<file path="src/rtl/rf_arb_pkg.sv">
// rf_arb_pkg: shared widths, FIFO entry type and count-width helper for the writeback arbiter
package rf_arb_pkg;
  localparam int AW = 4;
  localparam int DW = 32;
  localparam int NREG = 16;
  typedef struct packed {
    logic [AW-1:0] wa;
    logic [DW-1:0] wd;
  } wb_entry_t;
  function automatic int cnt_w(input int depth);
    return $clog2(depth + 1);
  endfunction
endpackage

</file>
<file path="src/rtl/rf_wb_fifo.sv">
// rf_wb_fifo: DEPTH-entry FIFO of writeback entries, two push ports (push1 implies push0), one pop.
// Ports: clk, reset_n (async, active-low); push0/din0, push1/din1 enqueue in order; pop dequeues dout;
// count is occupancy at the start of the cycle. DEPTH must be a power of two.
module rf_wb_fifo import rf_arb_pkg::*; #(
  parameter int DEPTH = 4,
  localparam int PW = $clog2(DEPTH),
  localparam int CW = cnt_w(DEPTH)
) (
  input  logic            clk,
  input  logic            reset_n,
  input  logic            push0,
  input  logic            push1,
  input  wb_entry_t       din0,
  input  wb_entry_t       din1,
  input  logic            pop,
  output wb_entry_t       dout,
  output logic [CW-1:0]   count
);
  wb_entry_t mem_q [DEPTH];
  logic [PW-1:0] wr_q, rd_q;
  logic [CW-1:0] cnt_q;
  assign dout = mem_q[rd_q];
  assign count = cnt_q;
  always_ff @(posedge clk) begin
    if (push0) mem_q[wr_q] <= din0;
    if (push1) mem_q[wr_q + PW'(1)] <= din1;
  end
  always_ff @(posedge clk or negedge reset_n) begin
    if (!reset_n) begin
      wr_q <= '0;
      rd_q <= '0;
      cnt_q <= '0;
    end else begin
      wr_q <= wr_q + PW'(push0) + PW'(push1);
      rd_q <= rd_q + PW'(pop);
      cnt_q <= cnt_q + CW'(push0) + CW'(push1) - CW'(pop);
    end
  end
endmodule

</file>
<file path="src/rtl/rf_wb_arbiter.sv">
// rf_wb_arbiter: shares the register-file write port between ALU writeback (A) and buffered multiply results (B).
// Ports: clk, reset_n (async, active-low); a_* single-cycle writeback with a_grant; b_* multiply results
// (b_long = two writes) with b_ready; iss_* reserve destinations in the busy scoreboard; ra1..3/ra_en give
// hazard; rf_we/rf_wa/rf_wd drive the register file. Optional RF_WB_ARBITER_FWD_EN adds fwd_hit/fwd_data.
module rf_wb_arbiter import rf_arb_pkg::*; #(
  parameter int BUF_DEPTH = 4,
  parameter int STARVE_MAX = 3
) (
  input  logic          clk,
  input  logic          reset_n,
  input  logic          a_valid,
  input  logic [AW-1:0] a_wa,
  input  logic [DW-1:0] a_wd,
  output logic          a_grant,
  input  logic          b_valid,
  input  logic          b_long,
  input  logic [AW-1:0] b_wa,
  input  logic [AW-1:0] b_wa2,
  input  logic [DW-1:0] b_wd,
  input  logic [DW-1:0] b_wd2,
  output logic          b_ready,
  input  logic          iss_valid,
  input  logic          iss_long,
  input  logic [AW-1:0] iss_rd,
  input  logic [AW-1:0] iss_rd2,
  input  logic [AW-1:0] ra1,
  input  logic [AW-1:0] ra2,
  input  logic [AW-1:0] ra3,
  input  logic [2:0]    ra_en,
  output logic          hazard,
  output logic          rf_we,
  output logic [AW-1:0] rf_wa,
  output logic [DW-1:0] rf_wd
`ifdef RF_WB_ARBITER_FWD_EN
  ,
  output logic [2:0]    fwd_hit,
  output logic [DW-1:0] fwd_data
`endif
);
  localparam int CW = cnt_w(BUF_DEPTH);
  localparam int SW = $clog2(STARVE_MAX + 1);
  logic [CW-1:0] fifo_cnt, free;
  logic [SW-1:0] starve_q, starve_d;
  logic [NREG-1:0] busy_q, busy_d;
  logic [2:0] rd_busy;
  logic empty, force_b, pop, push, push1;
  wb_entry_t head;
  rf_wb_fifo #(.DEPTH(BUF_DEPTH)) u_fifo (
    .clk(clk),
    .reset_n(reset_n),
    .push0(push),
    .push1(push1),
    .din0('{wa: b_wa, wd: b_wd}),
    .din1('{wa: b_wa2, wd: b_wd2}),
    .pop(pop),
    .dout(head),
    .count(fifo_cnt)
  );
  assign empty = fifo_cnt == '0;
  assign free = CW'(BUF_DEPTH) - fifo_cnt;
  // readiness uses start-of-cycle occupancy; a pop in the same cycle does not free space early
  assign b_ready = reset_n && free >= (b_long ? CW'(2) : CW'(1));
  assign push = b_valid & b_ready;
  assign push1 = push & b_long;
  assign force_b = starve_q == SW'(STARVE_MAX) && !empty;
  assign pop = reset_n && !empty && (force_b || !a_valid);
  assign a_grant = reset_n && a_valid && !force_b;
  assign rf_we = pop | a_grant;
  assign rf_wa = pop ? head.wa : a_wa;
  assign rf_wd = pop ? head.wd : a_wd;
  assign rd_busy = {busy_q[ra3], busy_q[ra2], busy_q[ra1]};
`ifdef RF_WB_ARBITER_FWD_EN
  assign fwd_hit = {3{pop}} & ra_en & {ra3 == head.wa, ra2 == head.wa, ra1 == head.wa};
  assign fwd_data = rf_wd;
  assign hazard = |(ra_en & rd_busy & ~fwd_hit);
`else
  assign hazard = |(ra_en & rd_busy);
`endif
  always_comb begin
    starve_d = (empty || pop) ? '0 : (a_grant && starve_q != SW'(STARVE_MAX)) ? starve_q + SW'(1) : starve_q;
    busy_d = busy_q;
    if (pop) busy_d[head.wa] = 1'b0;
    // issue after the clear so a same-cycle reservation survives
    if (iss_valid) busy_d[iss_rd] = 1'b1;
    if (iss_valid && iss_long) busy_d[iss_rd2] = 1'b1;
  end
  always_ff @(posedge clk or negedge reset_n) begin
    if (!reset_n) begin
      starve_q <= '0;
      busy_q <= '0;
    end else begin
      starve_q <= starve_d;
      busy_q <= busy_d;
    end
  end
endmodule

</file>
<file path="config.mk">
export PLATFORM = sky130hd
export DESIGN_NAME = rf_wb_arbiter
export DESIGN_NICKNAME = d
export VERILOG_FILES = /design/src/rtl/rf_arb_pkg.sv /design/src/rtl/rf_wb_fifo.sv /design/src/rtl/rf_wb_arbiter.sv
export SDC_FILE = /design/constraint.sdc
export NUM_CORES = 1
export LEC_CHECK = 0
export BUFFER_PORTS_ARGS = -buffer_cell sky130_fd_sc_hd__buf_2
export CORE_ASPECT_RATIO = 2
export CORE_MARGIN = 1.5
export CORE_UTILIZATION = 46
export CTS_BUF_LIST = sky130_fd_sc_hd__clkbuf_8 sky130_fd_sc_hd__clkbuf_16
export CTS_CLUSTER_DIAMETER = 100
export CTS_CLUSTER_SIZE = 12
export DETAILED_ROUTE_END_ITERATION = 6
export PLACE_DENSITY_LB_ADDON = 0.2
export SLEW_MARGIN = 10
export SYNTH_ARGS = -nofsm -noshare
export SYNTH_HDL_FRONTEND = slang
export SYNTH_HIERARCHICAL = 1
export SYNTH_SLANG_ARGS = --single-unit
</file>
<file path="constraint.sdc">
create_clock -name clk -period 4.1 [get_ports clk]
set_input_delay 0.615 -clock clk [delete_from_list [all_inputs] [get_ports clk]]
set_output_delay 0.615 -clock clk [all_outputs]
set_load 0.02 [all_outputs]
</file>
; ---- After elaboration in Yosys (flattened, before gate mapping)
; Memories as Yosys holds them, arrays and structs flattened.
; Index checks and enable logic that the tools add are counted.
[totals]
mem_count = 1
reg_bits = 25
ram_bits = 144
[classes]
n_eq_ne = 2
mux = 24
n_addsub = 9
bitwise_logic = 8
n_reduce_logical = 19
order_cmp = 10
[memory_table]
columns = memory, words, word_bits, rd, rd_clocked_by_memory_dff, write_ports, line
row1 = u_fifo.mem_q, 4, 36, 1, 0, 2, rf_wb_fifo.sv:19  ; wb_entry_t mem_q [DEPTH];
[ops]
columns = cell, count
row1 = $mux 16, 3
row2 = $mux 32, 1
row3 = $or 16x16->16, 2
row4 = $lt 4x5->1 const B, 6
row5 = $and 16x16->16, 1
row6 = $not 16->16, 1
row7 = $bmux 1 s4, 3
row8 = $demux 1 s4, 3
row9 = $ge 4x1->1 const B, 3
row10 = $logic_and 1x1->1, 11
row11 = $mux 1, 10
row12 = $add 2x1->2, 3
row13 = $add 3x1->3, 2
row14 = $mux 2, 3
row15 = $add 2x1->2 const B, 2
row16 = $mux 4, 1
row17 = $and 3x3->3, 1
row18 = $ge 3x2->1, 1
row19 = $logic_not 1->1, 3
row20 = $logic_not 3->1, 1
row21 = $reduce_or 3->1, 1
row22 = $sub 3x1->3, 1
row23 = $sub 3x3->3 const A, 1
row24 = $and 1x1->1, 2
row25 = other kinds (5), 6

; ---- Logic depth before layout (Yosys ltp)
; Gate-level depths: netlist of the first run.
; An unclocked memory read counts as a cell.
[logic_depth]
word_depth = 12
ltp_mapped = 14
depth_no_buf = 13

; ---- By module
; The synthesis of the first run kept the hierarchy.
[by_module_without_submodules]
columns = module, cells_per_inst, n_inst, area_per_inst_um2
row1 = rf_wb_fifo, 379, 1, 7527.2
row2 = rf_wb_arbiter, 272, 1, 1936.9

; ---- Worst setup path before layout of the first run
; OpenSTA, ideal clock, no wires.
[synth_timing]
path_type = register -> register
from = register u_fifo.cnt_q[0], in the netlist u_fifo/count[0]
to = memory u_fifo/mem_q[2][0] (netlist name) (enable)
t_arrival_ps = 4398
path_stages_with_launch = 9
required_time_ps = 3621
setup_slack_ps = -777
path_buffers = 0
setup_time_ps = 479
synth_period_minus_slack_ps = 4877
cell_sequence = dfrtp_1 -> inv_1 -> ha_1 -> ha_1 -> o21ai_0 -> a31oi_1 -> and2_1 -> nand2b_1 -> o21ai_0
[synth_lines]
columns = element, line
row1 = start: declaration, rf_wb_fifo.sv:21  ; logic [CW-1:0] cnt_q;
row2 = start signal: assignment, rf_wb_fifo.sv:36  ; cnt_q <= cnt_q + CW'(push0) + CW'(push1) - CW'(pop);
row3 = end: declaration, rf_wb_fifo.sv:19

==> run metrics, run 1 <==
initial DRC count=328; most used cell, CP=ha_1; Post-DRT Antenna Nets=0; ys async rst share=14.8%; chip width=104 um; Fillers=1,708; synthesized cell area=9460 um^2; leading cell type in the layout, fill and taps excluded=buf_2; Clock Skew=0.0130 ns; Synth Instances=651; CP max stage cell=nor3b_4; PostCTS Resize Cnt=0; Via density=5.57; Die Area=21,500 um^2; drt pass-1 iters=5; RSZ-0062 raised after global routing=false; Leak Pwr=4.40 nW; peak supply drop=0.000412 V; number of CTS-inserted buffers=17; I/O Buffers=177; GRT overflow=0; Synth warnings=6; P per Cell Area=560 nW/um^2; dominant synthesized flop cell=edfxtp_1; crit end category=flip-flop; Syn-to-layout area delta=17.5%; Final Hold Viols=0; Final Cycle Share=82.4%; clock buffer depth=2; Global Route Usage Sum=23.3%; Max-slew headroom=31.5%; Max Cap Violations=0; total routed wirelength=24,200 um; highest metal used=met4; worst slew pin tran=1.02 ns; Setup TNS Final=0 ns; met3 WL=863 um; site row count=74; Mapped Nets=799; Clock Pin Slew Worst Setup and Hold Paths=0.06 ns; worst-path fanout max=28; Netlist cell types=53; Root Buffer=clkbuf_16; sequential fraction of the synthesis area=52.3%; Worst Setup Start Kind=flip-flop; met1 wire length=8480 um; data required time at the worst endpoint=4.29 ns; P_sw=2.08 mW; Mapped Avg Cell Area=14.5 um^2; Routed wire per std cell=21.9 um; Pint=4.15 mW; number of global-route vias before repair=6,705; commonest cells after routing, fill and taps aside=177 x buf_2, 144 x edfxtp_1, 119 x nand2_1; Via Count=6,170; H-tree lvl count=4; chip height=206 um; routability cong.=0.925; Final Max Slew Viols=0; cts hold-fix bufs=0; Reg power frac=42.1%; layout cell share with drive strength beyond 1=50.1%; status=finished clean; met2 wire len=13,800 um; power share of the combinational group=32.5%; initial antenna violation count=2; total power=6.22 mW; Seq cells post-synth=169; largest net degree at the start of global routing=38; Critical Path, Cell by Cell=inv_1 > ha_1 > ha_1 > o21ai_0 > a31oi_1 > and3_1 > nor3b_4 > buf_12 > mux2_2; max incr delay on CP=0.64 ns; nets=974; DRC errors left=0; Top delay family on crit path=simple AND/OR/NAND/NOR gates; CP Class=flip-flop to flip-flop; io pins=178; final setup fails=0; hpwl dp=16,700 um; Starting Density=46.7%; Sw Ratio=33.4%; clock latency on the worst-skew pair=0.44 ns; worst hold path class=input port to async pin; Post-CTS Setup Bufs=0; TritonCTS clock tree=built; CTS sink cnt=169; number of synthesized flops with an enable pin=144; final worst path period need=3.38 ns; Peak Freq=0.296 GHz; first-pass GRT wire length=36,900 um; Data arrival, critical path=3.56 ns; Clock power frac=25.4%; CORE AREA=20,300 um^2; WP buf/inv=2
-- area by class of cell --
cell class / instances / area [um^2] / area share [%]
antenna: 2 / 5.00 / 0.0450
timing repair buffer: 191 / 1000 / 9.02
tap: 266 / 333 / 2.99
clock buffer: 17 / 425 / 3.83
clock inverter: 15 / 154 / 1.38
inverter: 16 / 60.1 / 0.540
sequential: 169 / 4950 / 44.5
multi-input combinational: 431 / 4190 / 37.7
-- per-stage QoR --
step | instances | instance area (um^2) | hold WS, ns | utilization, % | worst slack, ns
floorplan | 651 | 9460 | 0.319 | - | -0.777
global placement | 1073 | 10500 | 0.525 | 52.0 | 0.794
detailed placement | 1073 | 10500 | 0.546 | 52.0 | 0.727
CTS | 1105 | 11100 | 0.194 | 54.8 | 0.706
global route | 1107 | 11100 | 0.212 | 54.8 | 0.483
finish | 1107 | 11100 | 0.197 | 54.8 | 0.723
-- power groups by stage --
| stage | Combinational, mW | Clock, mW | Sequential [mW] |
|---|---|---|---|
| after floorplan | 1.58 | 0 | 2.43 |
| after global placement | 2.00 | 0 | 2.65 |
| after detailed placement | 2.04 | 0 | 2.66 |
| after CTS | 2.05 | 1.61 | 2.63 |
| after global routing | 2.20 | 1.67 | 2.67 |
| final | 2.02 | 1.58 | 2.62 |
-- cell families (layout without fill, tap and decap cells) --
group | after synthesis | in the layout | share of synthesized area (%)
buffers and inverters | 51 | 239 | 3.98
xor gates and xnor gates | 4 | 4 | 0.370
other | 0 | 2 | 0
DFF | 169 | 169 | 52.3
and+or+nand+nor | 170 | 170 | 8.28
adders and majority gates | 10 | 10 | 1.56
muxes | 197 | 197 | 29.8
AOI/OAI and AO/OA | 50 | 50 | 3.69
-- worst reg2reg max path: cells and delay by family (launching register included) --
kind / cells / cell delay, ns
AOI/OAI and AO/OA: 2 / 0.28
adders and majority gates: 2 / 0.59
buffers and inverters: 2 / 0.39
DFF: 1 / 0.39
muxes: 1 / 0.40
and+or+nand+nor: 2 / 1.06
-- Yosys cell counts, types with 9 or more instances --
master,n,area (um^2)
edfxtp_1,144,4320
nand2b_1,10,62.6
buf_6,14,158
nand2_1,119,447
o21ai_0,16,80.1
mux2i_1,9,90.1
mux2_2,104,1170
nor2_1,9,33.8
dfrtp_1,25,626
o221ai_1,14,123
inv_1,16,60.1
mux4_2,42,946
mux2_4,34,510
-- worst paths after layout --
| kind | start | to | slack [ns] | depth (start not counted) |
|---|---|---|---|---|
| min | reset_n | u_fifo/count[0]$_DFF_PN0_ | 0.20 | 2 |
| min reg2reg | starve_q[1]$_DFFE_PN0P_ | starve_q[1]$_DFFE_PN0P_ | 0.55 | 2 |
| min in group clk | b_wd[6] | u_fifo/mem_q[2][6]$_DFFE_PP_ | 0.51 | 2 |
| max in group asynchronous | reset_n | u_fifo/rd_q[1]$_DFF_PN0_ | 3.60 | 2 |
| max reg2reg | u_fifo/count[0]$_DFF_PN0_ | u_fifo/mem_q[1][9]$_DFFE_PP_ | 0.72 | 9 |
| max | u_fifo/count[0]$_DFF_PN0_ | u_fifo/mem_q[1][9]$_DFFE_PP_ | 0.72 | 9 |
-- registers in the layout, summed over array words and instances, names as in the netlist --
| signal | flops |
|---|---|
| u_fifo/count | 3 |
| busy_q | 16 |
| u_fifo/wr_q | 2 |
| u_fifo/mem_q | 144 |
| starve_q | 2 |
| u_fifo/rd_q | 2 |
-- metal layers --
metal / vias to the layer above / track usage, %
met2: 193 / 44.6
li1: 2840 / -
met4: 0 / 13.0
met5: - / 0
met1: 3080 / 23.2
met3: 57 / 4.54
(Power assumes the default switching activity.)
==> inputs of run 2 (changes only) <==
--- a/config.mk
+++ b/config.mk
@@ -5,6 +5,7 @@
 export SDC_FILE = /design/constraint.sdc
 export NUM_CORES = 1
 export LEC_CHECK = 0
+export ABC_AREA = 1
 export BUFFER_PORTS_ARGS = -buffer_cell sky130_fd_sc_hd__buf_2
 export CORE_ASPECT_RATIO = 2
 export CORE_MARGIN = 1.5
==> constraint.sdc (replaced) <==
create_clock -name clk -period 2.7 [get_ports clk]
set_input_delay 0.405 -clock clk [delete_from_list [all_inputs] [get_ports clk]]
set_output_delay 0.405 -clock clk [all_outputs]
set_load 0.02 [all_outputs]
==> run 2 against run 1 <==
  * Critical path depth grew 7
  * Critical endpoint is now u_fifo/count[2]$_DFF_PN0_
  * Clock skew shrank 0.0028 ns
  * Highest routed layer unchanged
  * Via count grew 64%
==> run metrics, run 2 <==
Largest Register=u_fifo/mem_q; Netlist cell types=31; DP Area=12,000 um^2; initial antenna violation count=0; sequential fraction of the synthesis area=45.9%; Final Max Slew Viols=0; Reg2Reg Depth=16; Global Route Usage Sum=26.9%; GRT overflow=0; commonest cells after routing, fill and taps aside=639 x nand2_1, 230 x inv_1, 177 x buf_2; Mapped Avg Cell Area=7.25 um^2; number of global-route vias before repair=9,763; Data arrival, critical path=3.00 ns; Root Buffer=clkbuf_16; site row count=79; reg2reg setup slack=0.03 ns; ys async rst share=14.8%; peak supply drop=0.000577 V; Final Cycle Share=99.1%; synth top area cells=edfxtp_1 40%, nand2_1 22%, inv_1 8.1%, nand3_1 7.9%, dfrtp_1 5.8%; Synth warnings=6; Die Area=24,400 um^2; design area=12,600 um^2; cts hold-fix bufs=0; Via density=5.22; chip width=111 um; worst hold path class=input port to async pin; H-tree lvl count=4; Final Hold Viols=0; status=finished clean; final setup fails=0; Leak Pwr=6.55 nW; Crit Reg-Reg Endpoint=u_fifo/count[2]$_DFF_PN0_; nets=1,785; data required time at the worst endpoint=3.02 ns; total power=11.3 mW; layout cell share with drive strength beyond 1=17.2%; Clock Skew=0.0102 ns; Max Cap Violations=0; CTS sink cnt=169; clock buffer depth=2; Post-DRT Antenna Nets=0; CP Class=flip-flop to flip-flop; Largest register FFs=144; first-pass GRT wire length=50,300 um; Synth Instances=1,489; synthesized cell area=10,800 um^2; most frequent cells after synthesis=644 x nand2_1, 234 x inv_1, 170 x nand3_1, 144 x edfxtp_1, 72 x nand4_1; number of synthesized flops with an enable pin=144; most common cell in the synthesized netlist=nand2_1; crit end category=flip-flop; Routed wire per std cell=17.0 um; Peak Freq=0.374 GHz; Starting Density=46.7%; final worst path period need=2.67 ns; chip height=220 um; P per Cell Area=893 nW/um^2; DRC errors left=0; dominant synthesized flop cell=edfxtp_1; CORE AREA=23,100 um^2; Worst Setup Start Kind=flip-flop; leading cell type in the layout, fill and taps excluded=nand2_1; clock latency on the worst-skew pair=0.44 ns; Mapped Nets=1,637; TritonCTS clock tree=built; Hold WS=0.0298 ns; number of CTS-inserted buffers=17; Setup TNS Final=0 ns; drt pass-1 iters=7; worst-path fanout max=2; reg2reg start=u_fifo/count[1]$_DFF_PN0_; Max-slew headroom=48.0%; Via Count=10,089; Clock Pin Slew Worst Setup and Hold Paths=0.06 ns; Syn-to-layout area delta=16.9%; leading area contributor after synthesis=edfxtp_1; initial DRC count=550; Crit. Startpoint=u_fifo/count[1]$_DFF_PN0_; Yosys top cell area share=40.1%; io pins=178; RSZ-0062 raised after global routing=true; Seq cells post-synth=169; ANT cells=0; total routed wirelength=32,800 um; hpwl dp=22,000 um; I/O Buffers=177; routability cong.=0.918; largest net degree at the start of global routing=109; worst slew pin tran=0.774 ns
[run 2: worst max-delay path by stage]
stage	endpoint	slack [ns]	cells past startpoint
after floorplan	u_fifo/mem_q[0][0]$_DFFE_PP_	-0.11	11
after global placement	u_fifo/count[2]$_DFF_PN0_	0.005	16
after detailed placement	u_fifo/count[2]$_DFF_PN0_	-0.06	16
after CTS	u_fifo/count[2]$_DFF_PN0_	-0.002	16
after global routing	u_fifo/count[2]$_DFF_PN0_	-0.11	16
final	u_fifo/count[2]$_DFF_PN0_	0.03	16
[run 2: area by class of cell]
cell class	instances	area [um^2]
Inverter	240	906
Clock inverter	14	111
Multi-Input combinational cell	996	4570
Timing Repair Buffer	213	1280
Tap cell	283	354
Clock buffer	17	425
Sequential cell	169	4950
Fill cell	2254	10500
[run 2: metal layers]
layer  routed length [um]  GRT usage (%)
met4                 1710           16.4
met3                 1700           3.55
met5                    0              0
met1                11100           26.0
met2                18200           53.0
[run 2: power by group]
part / internal, mW / total, mW / leakage, nW / switching [mW]
clock network: 1.25 / 2.27 / 0.253 / 1.02
registers: 3.50 / 3.80 / 1.58 / 0.298
logic: 1.55 / 5.19 / 4.72 / 3.64
total: 6.30 / 11.3 / 6.55 / 4.96
[run 2: logic make-up after synthesis]
logic type                 count (synthesis)  synth area share (%)
buffers and inverters                    324                  13.0
and+or+nand+nor                          920                  36.5
DFF                                      169                  45.9
xor gates and xnor gates                   2                 0.162
adders and majority gates                 10                  1.37
AOI/OAI and AO/OA                         64                  3.11
[run 2: worst max-delay path, cell delays in order (launching register included)]
cell	delay [ns]
dfrtp_1	0.40
inv_2	0.07
ha_4	0.20
ha_4	0.26
o21ai_2	0.06
a31oi_4	0.14
nand2_2	0.10
inv_4	0.06
inv_2	0.04
ha_4	0.25
inv_2	0.03
fa_2	0.35
fa_2	0.35
inv_1	0.06
nand2_1	0.06
nand3_1	0.08
nand2_1	0.05
[run 2: repair_timing]
action                     4_1_cts  5_1_grt
setup endpoints to repair       37      225
setup buffers                    2        1
cloned                           0        1
resized for setup                5       11
pin swaps                        5        1
[run 2: stage by stage]
stage	worst slack [ns]	utilization, %	cells
after floorplan	-0.107	-	1489
after global placement	0.00461	51.7	1897
after detailed placement	-0.0596	51.7	1897
after CTS	-0.00174	54.2	1930
after global routing	-0.113	54.5	1932
final	0.0253	54.5	1932
